## config.mk

```make
export PLATFORM = sky130hd
export DESIGN_NAME = forwarding_hazard_unit_flat
export DESIGN_NICKNAME = d
export VERILOG_FILES = /design/src/rtl/forwarding_hazard_unit_pkg.sv /design/src/rtl/forwarding_hazard_unit_if.sv /design/src/rtl/forwarding_hazard_unit_stall_fsm.sv /design/src/rtl/forwarding_hazard_unit.sv /design/src/flat_wrapper.sv
export SDC_FILE = /design/constraint.sdc
export NUM_CORES = 1
export LEC_CHECK = 0
export CORE_MARGIN = 5
export CORE_UTILIZATION = 45
export DETAILED_ROUTE_END_ITERATION = 10
export MAX_ROUTING_LAYER = met4
export PLACE_DENSITY_LB_ADDON = 0.2
export SYNTH_ARGS = -nofsm -noshare
export SYNTH_HDL_FRONTEND = slang
export SYNTH_SLANG_ARGS = --single-unit
```

## constraint.sdc

```tcl
create_clock -name clk -period 3.5 [get_ports clk]
set_input_delay 0.7 -clock clk [delete_from_list [all_inputs] [get_ports clk]]
set_output_delay 0.7 -clock clk [all_outputs]
set_load 0.03 [all_outputs]
```

## src/rtl/forwarding_hazard_unit_pkg.sv

```systemverilog
// Shared widths, register-zero constant, stall FSM encoding and the
// forwarding match helper for the EXE-stage forwarding/hazard unit.
package forwarding_hazard_unit_pkg;
   localparam int DATA_W = 32;
   localparam int REG_W  = 5;
   localparam logic [REG_W-1:0] REG_ZERO = 5'd0;

   typedef enum logic {IDLE = 1'b0, STALL = 1'b1} stall_state_e;

   // A producer matches a source when it writes, is not $0 and names that source.
   function automatic logic fwd_hit(input logic rw, input logic [REG_W-1:0] dest,
                                    input logic [REG_W-1:0] src);
      return rw && (dest != REG_ZERO) && (dest == src);
   endfunction
endpackage

```

## src/rtl/forwarding_hazard_unit_if.sv

```systemverilog
// Pipeline-side bundle of the forwarding/hazard unit; master is the unit itself.
interface forwarding_hazard_unit_if
   import forwarding_hazard_unit_pkg::*;
#(parameter int CNT_W = 16);
   logic              freeze;
   logic              id_valid;
   logic [REG_W-1:0]  id_rs;
   logic [REG_W-1:0]  id_rt;
   logic              id_uses_rt;
   logic [REG_W-1:0]  ex_dest;
   logic              ex_regwrite;
   logic              ex_memread;
   logic [DATA_W-1:0] ex_alu_result;
   logic [DATA_W-1:0] wb_data;
   logic              memAdelant_rs;
   logic              memAdelant_rt;
   logic              wbAdelant_rs;
   logic              wbAdelant_rt;
   logic [DATA_W-1:0] memAdeltantado;
   logic [DATA_W-1:0] wbAdelantado;
   logic              stall;
   logic              idex_flush;
   logic [CNT_W-1:0]  fwd_count;
   logic [CNT_W-1:0]  stall_count;

   modport master (
      input  freeze, id_valid, id_rs, id_rt, id_uses_rt,
             ex_dest, ex_regwrite, ex_memread, ex_alu_result, wb_data,
      output memAdelant_rs, memAdelant_rt, wbAdelant_rs, wbAdelant_rt,
             memAdeltantado, wbAdelantado, stall, idex_flush,
             fwd_count, stall_count
   );

   modport slave (
      output freeze, id_valid, id_rs, id_rt, id_uses_rt,
             ex_dest, ex_regwrite, ex_memread, ex_alu_result, wb_data,
      input  memAdelant_rs, memAdelant_rt, wbAdelant_rs, wbAdelant_rt,
             memAdeltantado, wbAdelantado, stall, idex_flush,
             fwd_count, stall_count
   );
endinterface

```

## src/rtl/forwarding_hazard_unit_stall_fsm.sv

```systemverilog
// Load-use stall sequencer: holds PC/IF-ID and bubbles ID/EX for STALL_CYCLES.
module hazard_stall_fsm
   import forwarding_hazard_unit_pkg::*;
#(parameter int STALL_CYCLES = 1)
(
   input  logic clk,
   input  logic reset_n,
   input  logic freeze,
   input  logic haz,
   output logic stall,
   output logic idex_flush
);
   stall_state_e state_q, state_d;
   logic [2:0]   cnt_q, cnt_d;
   logic         stall_raw;

   always_ff @(posedge clk or negedge reset_n) begin
      if (!reset_n) begin
         state_q <= IDLE;
         cnt_q   <= 3'd0;
      end else begin
         state_q <= state_d;
         cnt_q   <= cnt_d;
      end
   end

   always_comb begin
      state_d   = state_q;
      cnt_d     = cnt_q;
      stall_raw = 1'b0;
      case (state_q)
         IDLE: begin
            // The first stall cycle is the detection cycle itself.
            if (haz) begin
               stall_raw = 1'b1;
               if (STALL_CYCLES > 1) begin
                  state_d = STALL;
                  cnt_d   = 3'(STALL_CYCLES - 1);
               end
            end
         end
         STALL: begin
            stall_raw = 1'b1;
            cnt_d     = cnt_q - 3'd1;
            if (cnt_q == 3'd1) state_d = IDLE;
         end
         default: state_d = IDLE;
      endcase
      if (freeze) begin
         state_d = state_q;
         cnt_d   = cnt_q;
      end
   end

   // Gated by reset so a live hazard on the inputs cannot hold stall high in reset.
   assign stall      = stall_raw & reset_n;
   assign idex_flush = stall_raw & reset_n;
endmodule

```

## src/rtl/forwarding_hazard_unit.sv

```systemverilog
// EXE-stage forwarding producer: tracks EX/MEM/WB destinations, drives the
// forward selects/data and the load-use stall, plus saturating statistics.
module forwarding_hazard_unit
   import forwarding_hazard_unit_pkg::*;
#(
   parameter int STALL_CYCLES = 1,
   parameter int CNT_W        = 16
)
(
   input logic                clk,
   input logic                reset_n,
   forwarding_hazard_unit_if.master fh
);
   logic [REG_W-1:0]  ex_rs_q, ex_rs_d, ex_rt_q, ex_rt_d;
   logic [REG_W-1:0]  mem_dest_q, wb_dest_q;
   logic              mem_rw_q, mem_mr_q, wb_rw_q;
   logic [DATA_W-1:0] mem_data_q;
   logic [CNT_W-1:0]  fwd_cnt_q, fwd_cnt_d, stall_cnt_q, stall_cnt_d;
   logic              mem_fwd_rs, mem_fwd_rt, wb_fwd_rs, wb_fwd_rt, any_fwd;
   logic              haz, stall, idex_flush;

   assign haz = fh.id_valid & fh.ex_memread & fh.ex_regwrite & (fh.ex_dest != REG_ZERO) &
                ((fh.ex_dest == fh.id_rs) | (fh.id_uses_rt & (fh.ex_dest == fh.id_rt)));

   hazard_stall_fsm #(.STALL_CYCLES(STALL_CYCLES)) u_stall_fsm (
      .clk        (clk),
      .reset_n    (reset_n),
      .freeze     (fh.freeze),
      .haz        (haz),
      .stall      (stall),
      .idex_flush (idex_flush)
   );

   // A bubble entering EX carries no sources so it can never pick up a forward.
   assign ex_rs_d = (idex_flush | ~fh.id_valid) ? REG_ZERO : fh.id_rs;
   assign ex_rt_d = (idex_flush | ~fh.id_valid) ? REG_ZERO : fh.id_rt;

   always_ff @(posedge clk or negedge reset_n) begin
      if (!reset_n) begin
         ex_rs_q    <= '0;
         ex_rt_q    <= '0;
         mem_dest_q <= '0;
         mem_rw_q   <= 1'b0;
         mem_mr_q   <= 1'b0;
         mem_data_q <= '0;
         wb_dest_q  <= '0;
         wb_rw_q    <= 1'b0;
         fwd_cnt_q  <= '0;
         stall_cnt_q <= '0;
      end else if (!fh.freeze) begin
         ex_rs_q    <= ex_rs_d;
         ex_rt_q    <= ex_rt_d;
         mem_dest_q <= fh.ex_dest;
         mem_rw_q   <= fh.ex_regwrite;
         mem_mr_q   <= fh.ex_memread;
         mem_data_q <= fh.ex_alu_result;
         wb_dest_q  <= mem_dest_q;
         wb_rw_q    <= mem_rw_q;
         fwd_cnt_q  <= fwd_cnt_d;
         stall_cnt_q <= stall_cnt_d;
      end
   end

   // A load in MEM has no data yet; the younger MEM producer wins over WB.
   assign mem_fwd_rs = fwd_hit(mem_rw_q & ~mem_mr_q, mem_dest_q, ex_rs_q);
   assign mem_fwd_rt = fwd_hit(mem_rw_q & ~mem_mr_q, mem_dest_q, ex_rt_q);
   assign wb_fwd_rs  = fwd_hit(wb_rw_q, wb_dest_q, ex_rs_q) & ~mem_fwd_rs;
   assign wb_fwd_rt  = fwd_hit(wb_rw_q, wb_dest_q, ex_rt_q) & ~mem_fwd_rt;
   assign any_fwd    = mem_fwd_rs | mem_fwd_rt | wb_fwd_rs | wb_fwd_rt;

   assign fwd_cnt_d   = (any_fwd && (fwd_cnt_q != '1))   ? fwd_cnt_q + 1'b1   : fwd_cnt_q;
   assign stall_cnt_d = (stall && (stall_cnt_q != '1)) ? stall_cnt_q + 1'b1 : stall_cnt_q;

   assign fh.memAdelant_rs  = mem_fwd_rs;
   assign fh.memAdelant_rt  = mem_fwd_rt;
   assign fh.wbAdelant_rs   = wb_fwd_rs;
   assign fh.wbAdelant_rt   = wb_fwd_rt;
   assign fh.memAdeltantado = mem_data_q;
   assign fh.wbAdelantado   = fh.wb_data;
   assign fh.stall          = stall;
   assign fh.idex_flush     = idex_flush;
   assign fh.fwd_count      = fwd_cnt_q;
   assign fh.stall_count    = stall_cnt_q;
endmodule

```

## src/flat_wrapper.sv

```systemverilog
// flat-port wrapper written by rule: the top's interface ports become plain ports
module forwarding_hazard_unit_flat import forwarding_hazard_unit_pkg::*;
#(
   parameter int STALL_CYCLES = 1,
   parameter int CNT_W        = 16
)
  (clk, reset_n, fh_freeze, fh_id_valid, fh_id_rs, fh_id_rt, fh_id_uses_rt, fh_ex_dest, fh_ex_regwrite, fh_ex_memread, fh_ex_alu_result, fh_wb_data, fh_memAdelant_rs, fh_memAdelant_rt, fh_wbAdelant_rs, fh_wbAdelant_rt, fh_memAdeltantado, fh_wbAdelantado, fh_stall, fh_idex_flush, fh_fwd_count, fh_stall_count);
  forwarding_hazard_unit_if #(.CNT_W(CNT_W)) fh_i ();
  input logic clk;
  input logic reset_n;
  input wire logic [$bits(fh_i.freeze)-1:0] fh_freeze;
  input wire logic [$bits(fh_i.id_valid)-1:0] fh_id_valid;
  input wire logic [$bits(fh_i.id_rs)-1:0] fh_id_rs;
  input wire logic [$bits(fh_i.id_rt)-1:0] fh_id_rt;
  input wire logic [$bits(fh_i.id_uses_rt)-1:0] fh_id_uses_rt;
  input wire logic [$bits(fh_i.ex_dest)-1:0] fh_ex_dest;
  input wire logic [$bits(fh_i.ex_regwrite)-1:0] fh_ex_regwrite;
  input wire logic [$bits(fh_i.ex_memread)-1:0] fh_ex_memread;
  input wire logic [$bits(fh_i.ex_alu_result)-1:0] fh_ex_alu_result;
  input wire logic [$bits(fh_i.wb_data)-1:0] fh_wb_data;
  output wire logic [$bits(fh_i.memAdelant_rs)-1:0] fh_memAdelant_rs;
  output wire logic [$bits(fh_i.memAdelant_rt)-1:0] fh_memAdelant_rt;
  output wire logic [$bits(fh_i.wbAdelant_rs)-1:0] fh_wbAdelant_rs;
  output wire logic [$bits(fh_i.wbAdelant_rt)-1:0] fh_wbAdelant_rt;
  output wire logic [$bits(fh_i.memAdeltantado)-1:0] fh_memAdeltantado;
  output wire logic [$bits(fh_i.wbAdelantado)-1:0] fh_wbAdelantado;
  output wire logic [$bits(fh_i.stall)-1:0] fh_stall;
  output wire logic [$bits(fh_i.idex_flush)-1:0] fh_idex_flush;
  output wire logic [$bits(fh_i.fwd_count)-1:0] fh_fwd_count;
  output wire logic [$bits(fh_i.stall_count)-1:0] fh_stall_count;
  assign fh_i.freeze = fh_freeze;
  assign fh_i.id_valid = fh_id_valid;
  assign fh_i.id_rs = fh_id_rs;
  assign fh_i.id_rt = fh_id_rt;
  assign fh_i.id_uses_rt = fh_id_uses_rt;
  assign fh_i.ex_dest = fh_ex_dest;
  assign fh_i.ex_regwrite = fh_ex_regwrite;
  assign fh_i.ex_memread = fh_ex_memread;
  assign fh_i.ex_alu_result = fh_ex_alu_result;
  assign fh_i.wb_data = fh_wb_data;
  assign fh_memAdelant_rs = fh_i.memAdelant_rs;
  assign fh_memAdelant_rt = fh_i.memAdelant_rt;
  assign fh_wbAdelant_rs = fh_i.wbAdelant_rs;
  assign fh_wbAdelant_rt = fh_i.wbAdelant_rt;
  assign fh_memAdeltantado = fh_i.memAdeltantado;
  assign fh_wbAdelantado = fh_i.wbAdelantado;
  assign fh_stall = fh_i.stall;
  assign fh_idex_flush = fh_i.idex_flush;
  assign fh_fwd_count = fh_i.fwd_count;
  assign fh_stall_count = fh_i.stall_count;
  forwarding_hazard_unit #(.STALL_CYCLES(STALL_CYCLES), .CNT_W(CNT_W)) u_core (.clk(clk), .reset_n(reset_n), .fh(fh_i));
endmodule
```

Yosys cells after proc, flatten, opt, wreduce, memory -nomap -nowiden --
Index checks and enable logic that the tools add are counted.
Word-level totals: bits in registers 91, input port bits 86, output and inout port bits 102, word-level logic and storage cells 64
Operators by class: add/sub/neg operators 3, eq/ne operators 9, mux-type cells 6, bitwise gates (word level) 20, reductions and logical operators 14
Operator list (number):
- adder 16 x 1 -> 16 bit (second input constant) | 2
- != test 16 bit (second input constant) | 2
- == test 5 bit | 6
- nonzero test 5 bit | 3
- 2-to-1 mux 5 bit | 2
- AND 1 bit | 9
- logical AND 1 bit | 8
- inverter 1 bit | 6
- AND reduction 2 bit | 3
- OR 1 bit | 5
- == test 3 x 1 -> 1 bit (second input constant) | 1
- 2-to-1 mux 1 bit | 3
- subtractor 3 x 1 -> 3 bit (second input constant) | 1
- case mux 1 bit (2 select lines) | 1

Depth between registers and ports, before layout --
Gate-level depths: netlist (run 1).
depth in word-level cells 10, mapped depth 8

By module --
A second synthesis (run 1) with hierarchy kept.
Second synthesis, totals: cell total of the unflattened synthesis 365, area, all modules 4431.8 um^2
By module, submodules not included:
- forwarding_hazard_unit | instances 1, cells each 348, area each 4230.3 um^2
- hazard_stall_fsm | instances 1, cells each 17, area each 201.4 um^2

Least setup slack after synthesis (run 1) --
OpenSTA, ideal clock, no wires.
kind reg-to-output, start point register u_core.mem_dest_q[0], end point output fh_wbAdelant_rs, data arrival time 2000 ps, slack 800 ps, cell stages (with the launch flop) 5, path buffers 0, path through dfrtp_1 -> or4_1 -> o21ai_2 -> nor2_1 -> nor3_1
On the way: word-level cells in the longest chain between the ends 5, elaborated cells on any way between the ends 6
Ends and longest elaborated chain:
- start: declaration | RTL line forwarding_hazard_unit.sv:15 | logic [REG_W-1:0] mem_dest_q, wb_dest_q;
- start signal: assignment | RTL line forwarding_hazard_unit.sv:53 | mem_dest_q <= fh.ex_dest;
- nonzero test 5 bit | RTL line forwarding_hazard_unit_pkg.sv:13 | return rw && (dest != REG_ZERO) && (dest == src);
- logical AND 1 bit | RTL line forwarding_hazard_unit_pkg.sv:13
- logical AND 1 bit (*) | RTL line forwarding_hazard_unit_pkg.sv:13
- named net fh_memAdelant_rs | RTL line flat_wrapper.sv:21 | output wire logic [$bits(fh_i.memAdelant_rs)-1:0] fh_memAdelant_rs;
- inverter 1 bit (*) | RTL line forwarding_hazard_unit.sv:67 | assign wb_fwd_rs = fwd_hit(wb_rw_q, wb_dest_q, ex_rs_q) & ~mem_fwd_rs;
- AND 1 bit (*) | RTL line forwarding_hazard_unit.sv:67
- end: declaration | RTL line flat_wrapper.sv:23 | output wire logic [$bits(fh_i.wbAdelant_rs)-1:0] fh_wbAdelant_rs;
Mark *: on every way through the listed nets, which the timed path passes. The rest lies on a longest branch.

Worst setup path after layout (run 1) --
start point register u_core.mem_dest_q[0], end point output fh_wbAdelant_rs
On the way: word-level cells in the longest chain between the ends 5, elaborated cells on any way between the ends 6
Ends and longest elaborated chain (RTL line):
- nonzero test 5 bit | forwarding_hazard_unit_pkg.sv:13
- logical AND 1 bit | forwarding_hazard_unit_pkg.sv:13
- logical AND 1 bit (*) | forwarding_hazard_unit_pkg.sv:13
- inverter 1 bit (*) | forwarding_hazard_unit.sv:67
- AND 1 bit (*) | forwarding_hazard_unit.sv:67
Every way passes the cells marked *; elsewhere a longest branch is shown, timed or not.

==> results of run 1 <==
==> cell type report <==
cell class / count / share of cell area [%]
Clock buffer: 11 / 2.49
Clock inverter: 5 / 0.683
Inverter: 5 / 0.330
Multi-Input combinational cell: 219 / 31.8
Sequential cell: 91 / 40.1
Tap cell: 133 / 2.93
Timing Repair Buffer: 125 / 21.7
==> cells by family after synthesis <==
group                    Yosys count  synth area share [%]
flip-flops                        91                  51.9
buffers and inverters             47                  7.01
AND/OR/NAND/NOR                   84                  10.7
XOR/XNOR                          62                  12.4
AO/OA/AOI/OAI                     23                  5.13
adder cells (fa/ha/maj)            4                  1.14
multiplexers                      46                  11.8
==> cell usage after synthesis, drive strengths merged (2+ instances only) <==
master | n | area share (%)
dfrtp | 91 | 52
xnor2 | 47 | 9.4
mux2 | 46 | 12
buf | 39 | 6.3
nand2 | 21 | 1.8
nand4 | 17 | 2.6
xor2 | 15 | 3.0
nand3 | 11 | 1.3
a22o | 10 | 2.0
nor2 | 10 | 0.86
nor3 | 8 | 1.0
and3 | 5 | 0.71
inv | 5 | 0.43
o21ai | 5 | 1.4
ha | 4 | 1.1
clkbuf | 3 | 0.26
nor4 | 3 | 0.57
or4 | 3 | 0.68
a21oi | 2 | 0.31
==> power groups by stage <==
stage	Sequential [uW]	Clock (uW)	Combinational (uW)
after floorplan	1320	0	239
after global placement	1230	0	499
after detailed placement	1230	0	505
after CTS	1210	681	508
after global routing	1220	730	533
final	1210	656	499
==> layer usage <==
layer	GRT usage [%]	up-vias	routed length, um
met5	-	-	0
met4	5.32	0	176
met3	6.93	23	800
met2	27.7	111	4760
met1	23.6	1457	4410
li1	-	1392	-
==> worst max-delay path, stage by stage (launching register included) <==
cell and delay (ns):
dfrtp_1 0.46, or4_1 0.57, o21ai_2 0.17, nor2_1 0.09, nor3_1 0.24, clkdlybuf4s50_1 0.72
==> flip-flops by register name, indices dropped and copies added, names as in the netlist, 3 cells and up <==
register and flops:
u_core.mem_dest_q 5, u_core.wb_dest_q 5, u_core.fh.stall_count 16, u_core.fh.fwd_count 16, u_core.ex_rs_q 5, u_core.ex_rt_q 5, u_core.u_stall_fsm.cnt_q 3, u_core.fh.memAdeltantado 32
==> per-stage QoR <==
step	hold slack [ns]	std cells	setup slack, ns	utilization, %
after CTS	0.181	589	0.166	58.9
after global placement	0.461	573	0.502	57.1
final	0.192	589	0.196	58.9
after floorplan	0.404	357	0.800	-
after detailed placement	0.467	573	0.488	57.1
after global routing	0.180	589	0.0695	58.9
==> worst paths after layout <==
kind | startpoint | end | slack, ns
worst max-delay path | u_core.mem_dest_q[0] | fh_wbAdelant_rs | 0.20
worst min-delay path | reset_n | u_core.mem_mr_q | 0.19
worst max register to register | u_core.fh.stall_count[0] | u_core.fh.stall_count[9] | 1.39
worst min register to register | u_core.u_stall_fsm.cnt_q[2] | u_core.u_stall_fsm.cnt_q[2] | 0.48
max in group asynchronous | reset_n | u_core.fh.memAdeltantado[24] | 2.09
min in group clk | u_core.u_stall_fsm.cnt_q[2] | u_core.u_stall_fsm.cnt_q[2] | 0.48
==> summary.txt, run 1 <==
Global routing
  – Antenna violations before repair: 0
  – First-pass GRT wire length: about 16000 um
  – Tot GR Track Use: a little under a fifth
  – Largest net degree at the start of global routing: 76
  – Grt total ovfl: 0
  – Vias in the first global route: around 3200

Worst setup path
  – Crit Path Max Fanout: 5
  – Endpoint class of the critical path: output port
  – Setup CP Type: flop to output port
  – WP data arrival: about 2.6 ns
  – CP required: ~2.8 ns
  – Cell count of the worst reg-to-reg path: 8
  – Worst Setup Start Kind: flop

Final layout
  – Nets@finish: between 500 and 600
  – Register area: 2280 um^2
  – Design area: approximately 5700 um^2
  – Commonest non-fill, non-tap cell in the layout: clkdlybuf4s50_1
  – Fraction of layout cells with a size suffix above 1: about 18%
  – Fillers: 843
  – Synth-to-Final Area Change: 29.4%
  – Ant. Diodes: 0
  – Highest-count cells in the layout ignoring fill and taps: clkdlybuf4s50_1, dfrtp_1, xnor2_1, mux2_2, nand2_1
  – Multi-input logic area: between 1500 and 2000 um^2

Power and ir drop
  – Internal: around 1700 uW
  – Switching Share: between 20% and 30%
  – Max VDD drop: 0.000280 V
  – Gate power share: between 20% and 30%
  – Leakage: 0.00230 uW
  – Power density over the cells: 416 nW/um^2
  – Sw power: ~700 uW
  – Tot Pwr: between 2000 and 2500 uW
  – Clock share of power: about 28%
  – Sequential Power Share: approximately half

Floorplanning
  – Core ar.: 9640 um^2
  – Initial Util: ~46%
  – Die area: roughly 12000 um^2
  – IO Count: 188
  – Die H: ~110 um
  – Chip width: 109 um
  – Row count: 36

Detailed routing
  – Post-DR wirelength/cell: about 17 um
  – 1st-iter DRT viols: 89
  – ANT nets after route: 0
  – Remaining DRCs: 0
  – DR vias: between 2000 and 3000
  – DRT Pass-1 Iters: 4
  – Vias/cell: roughly 5.1
  – WL final: a little over 10000 um

Timing
  – RSZ-0062 raised after global routing: no
  – Final Cycle Share: 94.4%
  – Final slew viol count: 0
  – Setup Skew: 0.0117 ns
  – Slew HR: around 37%
  – Fmax: around 300 MHz
  – Final Hold Vio Count: 0
  – Final TNS setup: 0 ns
  – Final min period: around 3.3 ns
  – Final Setup Violations: 0
  – Worst slew pin tran: 0.946 ns

Clock tree
  – CTS clk-pin slew, worst paths: about 0.090 ns
  – Longest Clk Path Bufs: 2
  – Clock latency at the later pin of the worst-skew pair: approximately 0.36 ns
  – CTS tree: done
  – CTS H-tree lvls: 3
  – Hold buffers post-CTS: 0
  – Clock sink count: 91
  – Clock root buffer: clkbuf_8
  – Post-CTS Setup Bufs: 0
  – Number of gates resized after cts: 0
  – Num CTS Buffers: 9

Synthesis
  – Syn Nets: between 400 and 500
  – Post-synthesis instance area: 4390 um^2
  – Synth cell types: 40
  – Post-synthesis sequential area ratio: just over 50%
  – FFs w/ async S/R, synth: 100%
  – Synth Register Bits: ~90
  – Ys flop type: dfrtp_1
  – Post-synth EDFFs: 0
  – Post-Synthesis Cells: around 360
  – Yosys warns: 0
  – Post-Syn Area per Cell: between 10 and 15 um^2

Worst hold path
  – Min-delay worst type: input pin to asynchronous set/reset pin

Flow run
  – Max-cap violations: 0

Placed design
  – DP Area: about 5500 um^2
  – Dpl hpwl: between 7000 and 8000 um
  – IO Port Bufs: ~120
  – Placer congestion estimate: ~0.83

Run status
  – Outcome: complete, no violations
(Power assumes the default switching activity.)
==> run 2, diff against run 1 <==
CELL_PAD_IN_SITES_DETAIL_PLACEMENT = 1   (was default)
CELL_PAD_IN_SITES_GLOBAL_PLACEMENT = 2   (was default)
CORE_ASPECT_RATIO = 1.75   (was default)
CORE_UTILIZATION = 28   (was 45)
HOLD_SLACK_MARGIN = 0.03   (was default)
==> run 2 against run 1 <==
  * Combinational power up 2%
  * Cell count up 9.2%
  * Critical path depth unchanged
  * Critical path type unchanged
==> summary.txt, run 2 (same netlist as run 1, synthesis figures left out) <==
Clock tree
  – Clock root buffer: clkbuf_16 (was clkbuf_8)
  – CTS H-tree lvls: 3 (unchanged)
  – Num CTS Buffers: 9 (unchanged)
  – Longest Clk Path Bufs: 2 (unchanged)
  – Number of gates resized after cts: 0 (unchanged)
  – Clock latency at the later pin of the worst-skew pair: 0.34 ns (was 0.36 ns)
  – CTS tree: done (unchanged)
  – Clock sink count: 91 (unchanged)
  – CTS clk-pin slew, worst paths: 0.07 ns (was 0.09 ns)
  – Post-CTS Setup Bufs: 0 (unchanged)
  – Hold buffers post-CTS: 0 (unchanged)

Global routing
  – Grt total ovfl: 0 (unchanged)
  – Vias in the first global route: 3503 (was 3192)
  – Antenna violations before repair: 0 (unchanged)
  – Tot GR Track Use: 14.1% (was 18.5%)
  – Largest net degree at the start of global routing: 65 (was 76)
  – First-pass GRT wire length: 19800 um (was 16400 um)

Flow run
  – Max-cap violations: 0 (unchanged)

Floorplanning
  – Die area: 18400 um^2 (was 11800 um^2)
  – Chip width: 105 um (was 109 um)
  – IO Count: 188 (unchanged)
  – Initial Util: 28.5% (was 45.5%)
  – Row count: 60 (was 36)
  – Die H: 176 um (was 109 um)
  – Core ar.: 15400 um^2 (was 9640 um^2)

Final layout
  – Fraction of layout cells with a size suffix above 1: 17.9% (was 17.5%)
  – Nets@finish: 543 (was 541)
  – Commonest non-fill, non-tap cell in the layout: clkdlybuf4s50_1 (unchanged)
  – Highest-count cells in the layout ignoring fill and taps: clkdlybuf4s50_1, dfrtp_1, xnor2_1, mux2_2, nand2_1 (unchanged)
  – Ant. Diodes: 0 (unchanged)
  – Flip-flop count of the largest register after layout: 32 (unchanged)
  – Fillers: 1643 (was 843)
  – Synth-to-Final Area Change: 34.6% (was 29.4%)

Timing
  – Final TNS setup: 0 ns (unchanged)
  – Final Hold Vio Count: 0 (unchanged)
  – Setup Skew: 0.00788 ns (was 0.0117 ns)
  – Final slew viol count: 0 (unchanged)
  – Final Setup Violations: 0 (unchanged)
  – RSZ-0062 raised after global routing: no (unchanged)
  – Worst slew pin tran: 0.851 ns (was 0.946 ns)
  – Final Cycle Share: 94.7% (was 94.4%)
  – Final min period: 3.32 ns (was 3.30 ns)
  – Slew HR: 43.3% (was 36.9%)
  – Fmax: 302 MHz (was 303 MHz)

Detailed routing
  – Vias/cell: 4.65 (was 5.06)
  – ANT nets after route: 0 (unchanged)
  – WL final: 12400 um (was 10100 um)
  – Remaining DRCs: 0 (unchanged)
  – DR vias: 2991 (was 2983)
  – Post-DR wirelength/cell: 19.2 um (was 17.2 um)
  – DRT Pass-1 Iters: 4 (unchanged)
  – 1st-iter DRT viols: 44 (was 89)

Worst setup path
  – WP data arrival: 2.62 ns (was 2.60 ns)
  – CP required: 2.80 ns (about the same)
  – Cell count of the worst reg-to-reg path: 8 (unchanged)
  – Setup CP Type: flop to output port (unchanged)
  – Crit Path Max Fanout: 5 (unchanged)
  – Endpoint class of the critical path: output port (unchanged)
  – Worst Setup Start Kind: flop (unchanged)

Power and ir drop
  – Tot Pwr: 2790 uW (was 2370 uW)
  – Internal: 2050 uW (was 1660 uW)
  – Gate power share: 18.2% (was 21.1%)
  – Switching Share: 26.5% (was 29.7%)
  – Sequential Power Share: 43.6% (was 51.2%)
  – Clock share of power: 38.2% (was 27.7%)
  – Leakage: 0.00239 uW (was 0.00230 uW)
  – Max VDD drop: 0.000208 V (was 0.000280 V)
  – Sw power: 738 uW (was 703 uW)
  – Power density over the cells: 471 nW/um^2 (was 416 nW/um^2)

Run status
  – Outcome: complete, no violations (unchanged)

Worst hold path
  – Min-delay worst type: input pin to asynchronous set/reset pin (unchanged)

Placed design
  – Placer congestion estimate: 0.763 (was 0.828)
  – IO Port Bufs: 123 (unchanged)
  – Dpl hpwl: 9380 um (was 7390 um)
## run 2: layer usage
| metal | track usage (%) | share of wire, % | vias up |
|---|---|---|---|
| met4 | 5.12 | 2.0 | 0 |
| li1 | - | - | 1391 |
| met2 | 25.1 | 55 | 85 |
| met1 | 14.8 | 37 | 1502 |
| met5 | - | 0 | - |
| met3 | 4.05 | 5.6 | 13 |
## run 2: worst paths after layout
kind / slack, ns / end / startpoint
worst max-delay path: 0.18 / fh_wbAdelant_rt / u_core.mem_dest_q[3]
worst min-delay path: 0.19 / u_core.mem_mr_q / reset_n
worst max register to register: 1.39 / u_core.fh.stall_count[9] / u_core.fh.stall_count[0]
worst min register to register: 0.49 / u_core.u_stall_fsm.cnt_q[1] / u_core.u_stall_fsm.cnt_q[1]
max in group asynchronous: 2.26 / u_core.mem_dest_q[0] / reset_n
min in group clk: 0.49 / u_core.u_stall_fsm.cnt_q[1] / u_core.u_stall_fsm.cnt_q[1]
## run 2: critical path: stages, from the launching register on
cell             delay [ns]
dfrtp_1                0.47
or4_1                  0.56
o21ai_2                0.19
nor2_1                 0.09
nor3_1                 0.22
clkdlybuf4s50_1        0.75
## run 2: power groups by stage
stage	clock, uW	sequential (uW)	combinational [uW]
5_1_grt	1150	1230	547
4_1_cts	1110	1220	520
2_1_floorplan	0	1320	239
6_report	1060	1220	507
3_5_place_dp	0	1240	517
3_3_place_gp	0	1230	511
## run 2: area by class of cell
cell class	count	area, um^2	share of cell area, %
sequential	91	2280	38.5
multi-input combinational	219	1810	30.6
timing repair buffer	127	1250	21.1
clock buffer	11	253	4.28
tap	186	233	3.94
clock inverter	4	73.8	1.25
inverter	5	18.8	0.318
## run 2: through the flow
step / std cells / cell area, um^2 / utilization [%] / hold WS (ns) / setup slack, ns
floorplan: 357 / 4390 / - / 0.404 / 0.800
global placement: 628 / 5580 / 36.3 / 0.460 / 0.431
detailed placement: 628 / 5580 / 36.3 / 0.470 / 0.439
CTS: 643 / 5910 / 38.4 / 0.169 / 0.123
global route: 643 / 5910 / 38.4 / 0.173 / 0.0792
finish: 643 / 5910 / 38.4 / 0.186 / 0.184
==> run 3, diff against run 2 <==
CORE_UTILIZATION = 26   (was 28)
clock period = 3.42 ns   (was 3.5 ns; I/O delays follow)
==> run 3 against run 2 <==
  * First-iteration DRC count rose by 68%
  * Setup slack got worse by 0.075 ns
  * Sequential share of layout area fell by 0.15 points
  * Critical endpoint is now fh_wbAdelant_rs
==> summary.txt, run 3 (same netlist as run 1, synthesis figures left out) <==
Run status
  – Outcome: complete, no violations (unchanged)

Worst setup path
  – Worst Setup Start Kind: flop (unchanged)
  – Critical-path cell list: or4_1, o21ai_2, nor2_1, nor3_1, clkdlybuf4s50_1 (unchanged)
  – Slowest cell delay on critical path: 0.74 ns (was 0.75 ns)
  – Worst Path Buf+Inv: 1 (unchanged)
  – Flop2flop setup slack: 1.30 ns (was 1.39 ns)
  – Worst path slowest cell: clkdlybuf4s50_1 (unchanged)
  – Worst R2R Start: u_core.fh.stall_count[0] (unchanged)
  – Top delay family on crit path: simple AND/OR/NAND/NOR gates (unchanged)
  – Crit Path Max Fanout: 5 (unchanged)
  – Endpoint class of the critical path: output port (unchanged)
  – CP required: 2.74 ns (was 2.80 ns)
  – Setup CP Type: flop to output port (unchanged)
  – Launch point of the critical path: u_core.mem_dest_q[0] (was u_core.mem_dest_q[3])
  – R2R Path End: u_core.fh.stall_count[15] (was u_core.fh.stall_count[9])
  – Cell count of the worst reg-to-reg path: 8 (unchanged)
  – WP data arrival: 2.63 ns (was 2.62 ns)

Floorplanning
  – Die area: 19700 um^2 (was 18400 um^2)
  – Die H: 182 um (was 176 um)
  – Core ar.: 16800 um^2 (was 15400 um^2)
  – Initial Util: 26.1% (was 28.5%)
  – Row count: 63 (was 60)
  – Chip width: 108 um (was 105 um)
  – IO Count: 188 (unchanged)

Timing
  – Slew HR: 34.0% (was 43.3%)
  – Final Cycle Share: slightly below 100%
  – Fmax: just over 300 MHz
  – RSZ-0062 raised after global routing: no (unchanged)
  – Min Hold Slack: 0.210 ns (was 0.186 ns)
  – Worst slew pin tran: 0.990 ns (was 0.851 ns)
  – Final TNS setup: 0 ns (unchanged)
  – Final Hold Vio Count: 0 (unchanged)
  – Final WS setup: 0.110 ns (was 0.184 ns)
  – Final min period: around 3.3 ns
  – Final slew viol count: 0 (unchanged)
  – Setup Skew: 0.00688 ns (was 0.00788 ns)
  – Final Setup Violations: 0 (unchanged)

Placed design
  – # placed instances: 668 (was 628)
  – Dpl hpwl: 9380 um (about the same)
  – Dpl ws: 0.332 ns (was 0.439 ns)
  – Placer congestion estimate: 0.777 (was 0.763)
  – IO Port Bufs: 123 (unchanged)

Worst hold path
  – Min-delay worst type: input pin to asynchronous set/reset pin (unchanged)

Clock tree
  – Clock root buffer: clkbuf_16 (unchanged)
  – CTS H-tree lvls: 3 (unchanged)
  – Longest Clk Path Bufs: 2 (unchanged)
  – Num CTS Buffers: 9 (unchanged)
  – Number of gates resized after cts: 0 (unchanged)
  – Hold buffers post-CTS: 0 (unchanged)
  – Clock sink count: 91 (unchanged)
  – Clock latency at the later pin of the worst-skew pair: 0.35 ns (was 0.34 ns)
  – Post-CTS Setup Bufs: 0 (unchanged)
  – CTS tree: done (unchanged)
  – CTS clk-pin slew, worst paths: 0.07 ns (about the same)

Detailed routing
  – 1st-iter DRT viols: 74 (was 44)
  – WL final: 12500 um (was 12400 um)
  – Post-DR wirelength/cell: 18.2 um (was 19.2 um)
  – ANT nets after route: 0 (unchanged)
  – Vias/cell: 4.42 (was 4.65)
  – DR vias: 3029 (was 2991)
  – Remaining DRCs: 0 (unchanged)
  – DRT Pass-1 Iters: 4 (unchanged)

Final layout
  – Highest-count cells in the layout ignoring fill and taps: clkdlybuf4s50_1, dfrtp_1, xnor2_1, mux2_2, nand2_1 (unchanged)
  – Register area: 2280 um^2 (unchanged)
  – Commonest non-fill, non-tap cell in the layout: clkdlybuf4s50_1 (unchanged)
  – Nets@finish: 542 (was 543)
  – Synth-to-Final Area Change: 35.1% (was 34.6%)
  – Multi-input logic area: 1810 um^2 (unchanged)
  – Post-Layout Cell Count: 685 (was 643)
  – Fraction of layout cells with a size suffix above 1: 17.9% (unchanged)
  – Fillers: 1847 (was 1643)
  – Final core occ: 35.3% (was 38.4%)
  – Flip-flop count of the largest register after layout: 32 (unchanged)

Global routing
  – Tot GR Track Use: 13.7% (was 14.1%)
  – Grt total ovfl: 0 (unchanged)
  – Antenna violations before repair: 1 (was 0)
  – First-pass GRT wire length: 19800 um (about the same)
  – Largest net degree at the start of global routing: 75 (was 65)
  – Vias in the first global route: 3570 (was 3503)

Power and ir drop
  – Max VDD drop: 0.000173 V (was 0.000208 V)
  – Power density over the cells: 471 nW/um^2 (about the same)
  – Leakage: 0.00238 uW (was 0.00239 uW)

Flow run
  – Max-cap violations: 0 (unchanged)
-- run 3: cell types whose count changed in the layout (fill, tap and decap cells not counted) --
cell,delta
clkinv_2,+1
diode_2,+1
clkinv_4,+1
bufinv_16,-1
clkinvlp_4,+1
buf_4,-1
clkbuf_8,-1
-- run 3: how the worst max path moves through the flow --
stage	slack, ns	endpoint	cells after the start
floorplan	0.74	fh_wbAdelant_rs	4
global placement	0.37	fh_idex_flush	6
detailed placement	0.33	fh_stall	6
CTS	0.05	fh_wbAdelant_rs	5
global route	0.02	fh_wbAdelant_rs	5
finish	0.11	fh_wbAdelant_rs	5
-- run 3: metal layers --
layer	vias to the layer above	part of all wire, %	GRT usage [%]
met4	0	1.2	5.26
met3	7	5.3	4.06
met2	82	57	24.6
li1	1394	-	-
met5	-	0	-
met1	1546	36	13.8
-- run 3: worst register-to-register path, stage by stage, from the launching register on --
cell,delay [ns]
dfrtp_1,0.43
ha_1,0.26
nand2_1,0.10
nor2_1,0.06
a221oi_2,0.25
nand2_1,0.18
nor3_2,0.39
nand4_1,0.18
xnor2_1,0.15
-- run 3: stage by stage --
stage                     total power (uW)  cell area [um^2]
after floorplan                       1590              4390
after global placement                1790              5630
after detailed placement              1790              5630
after CTS                             2860              5930
after global routing                  2930              5930
final                                 2790              5930
-- run 3: final cells by class --
type | count | area share (%)
Sequential cell | 91 | 38.4
Multi-Input combinational cell | 219 | 30.4
Timing Repair Buffer | 126 | 20.9
Tap cell | 227 | 4.79
Clock buffer | 10 | 4.03
Clock inverter | 6 | 1.10
Inverter | 5 | 0.316
Antenna cell | 1 | 0.0422
-- run 3: report_power, final --
part	internal (uW)	switching [uW]	total [uW]	leakage, uW
Sequential	1160	86.2	1240	0.00115
Clock	587	441	1030	0.000148
Combinational	260	261	520	0.00108
Total	2000	788	2790	0.00238
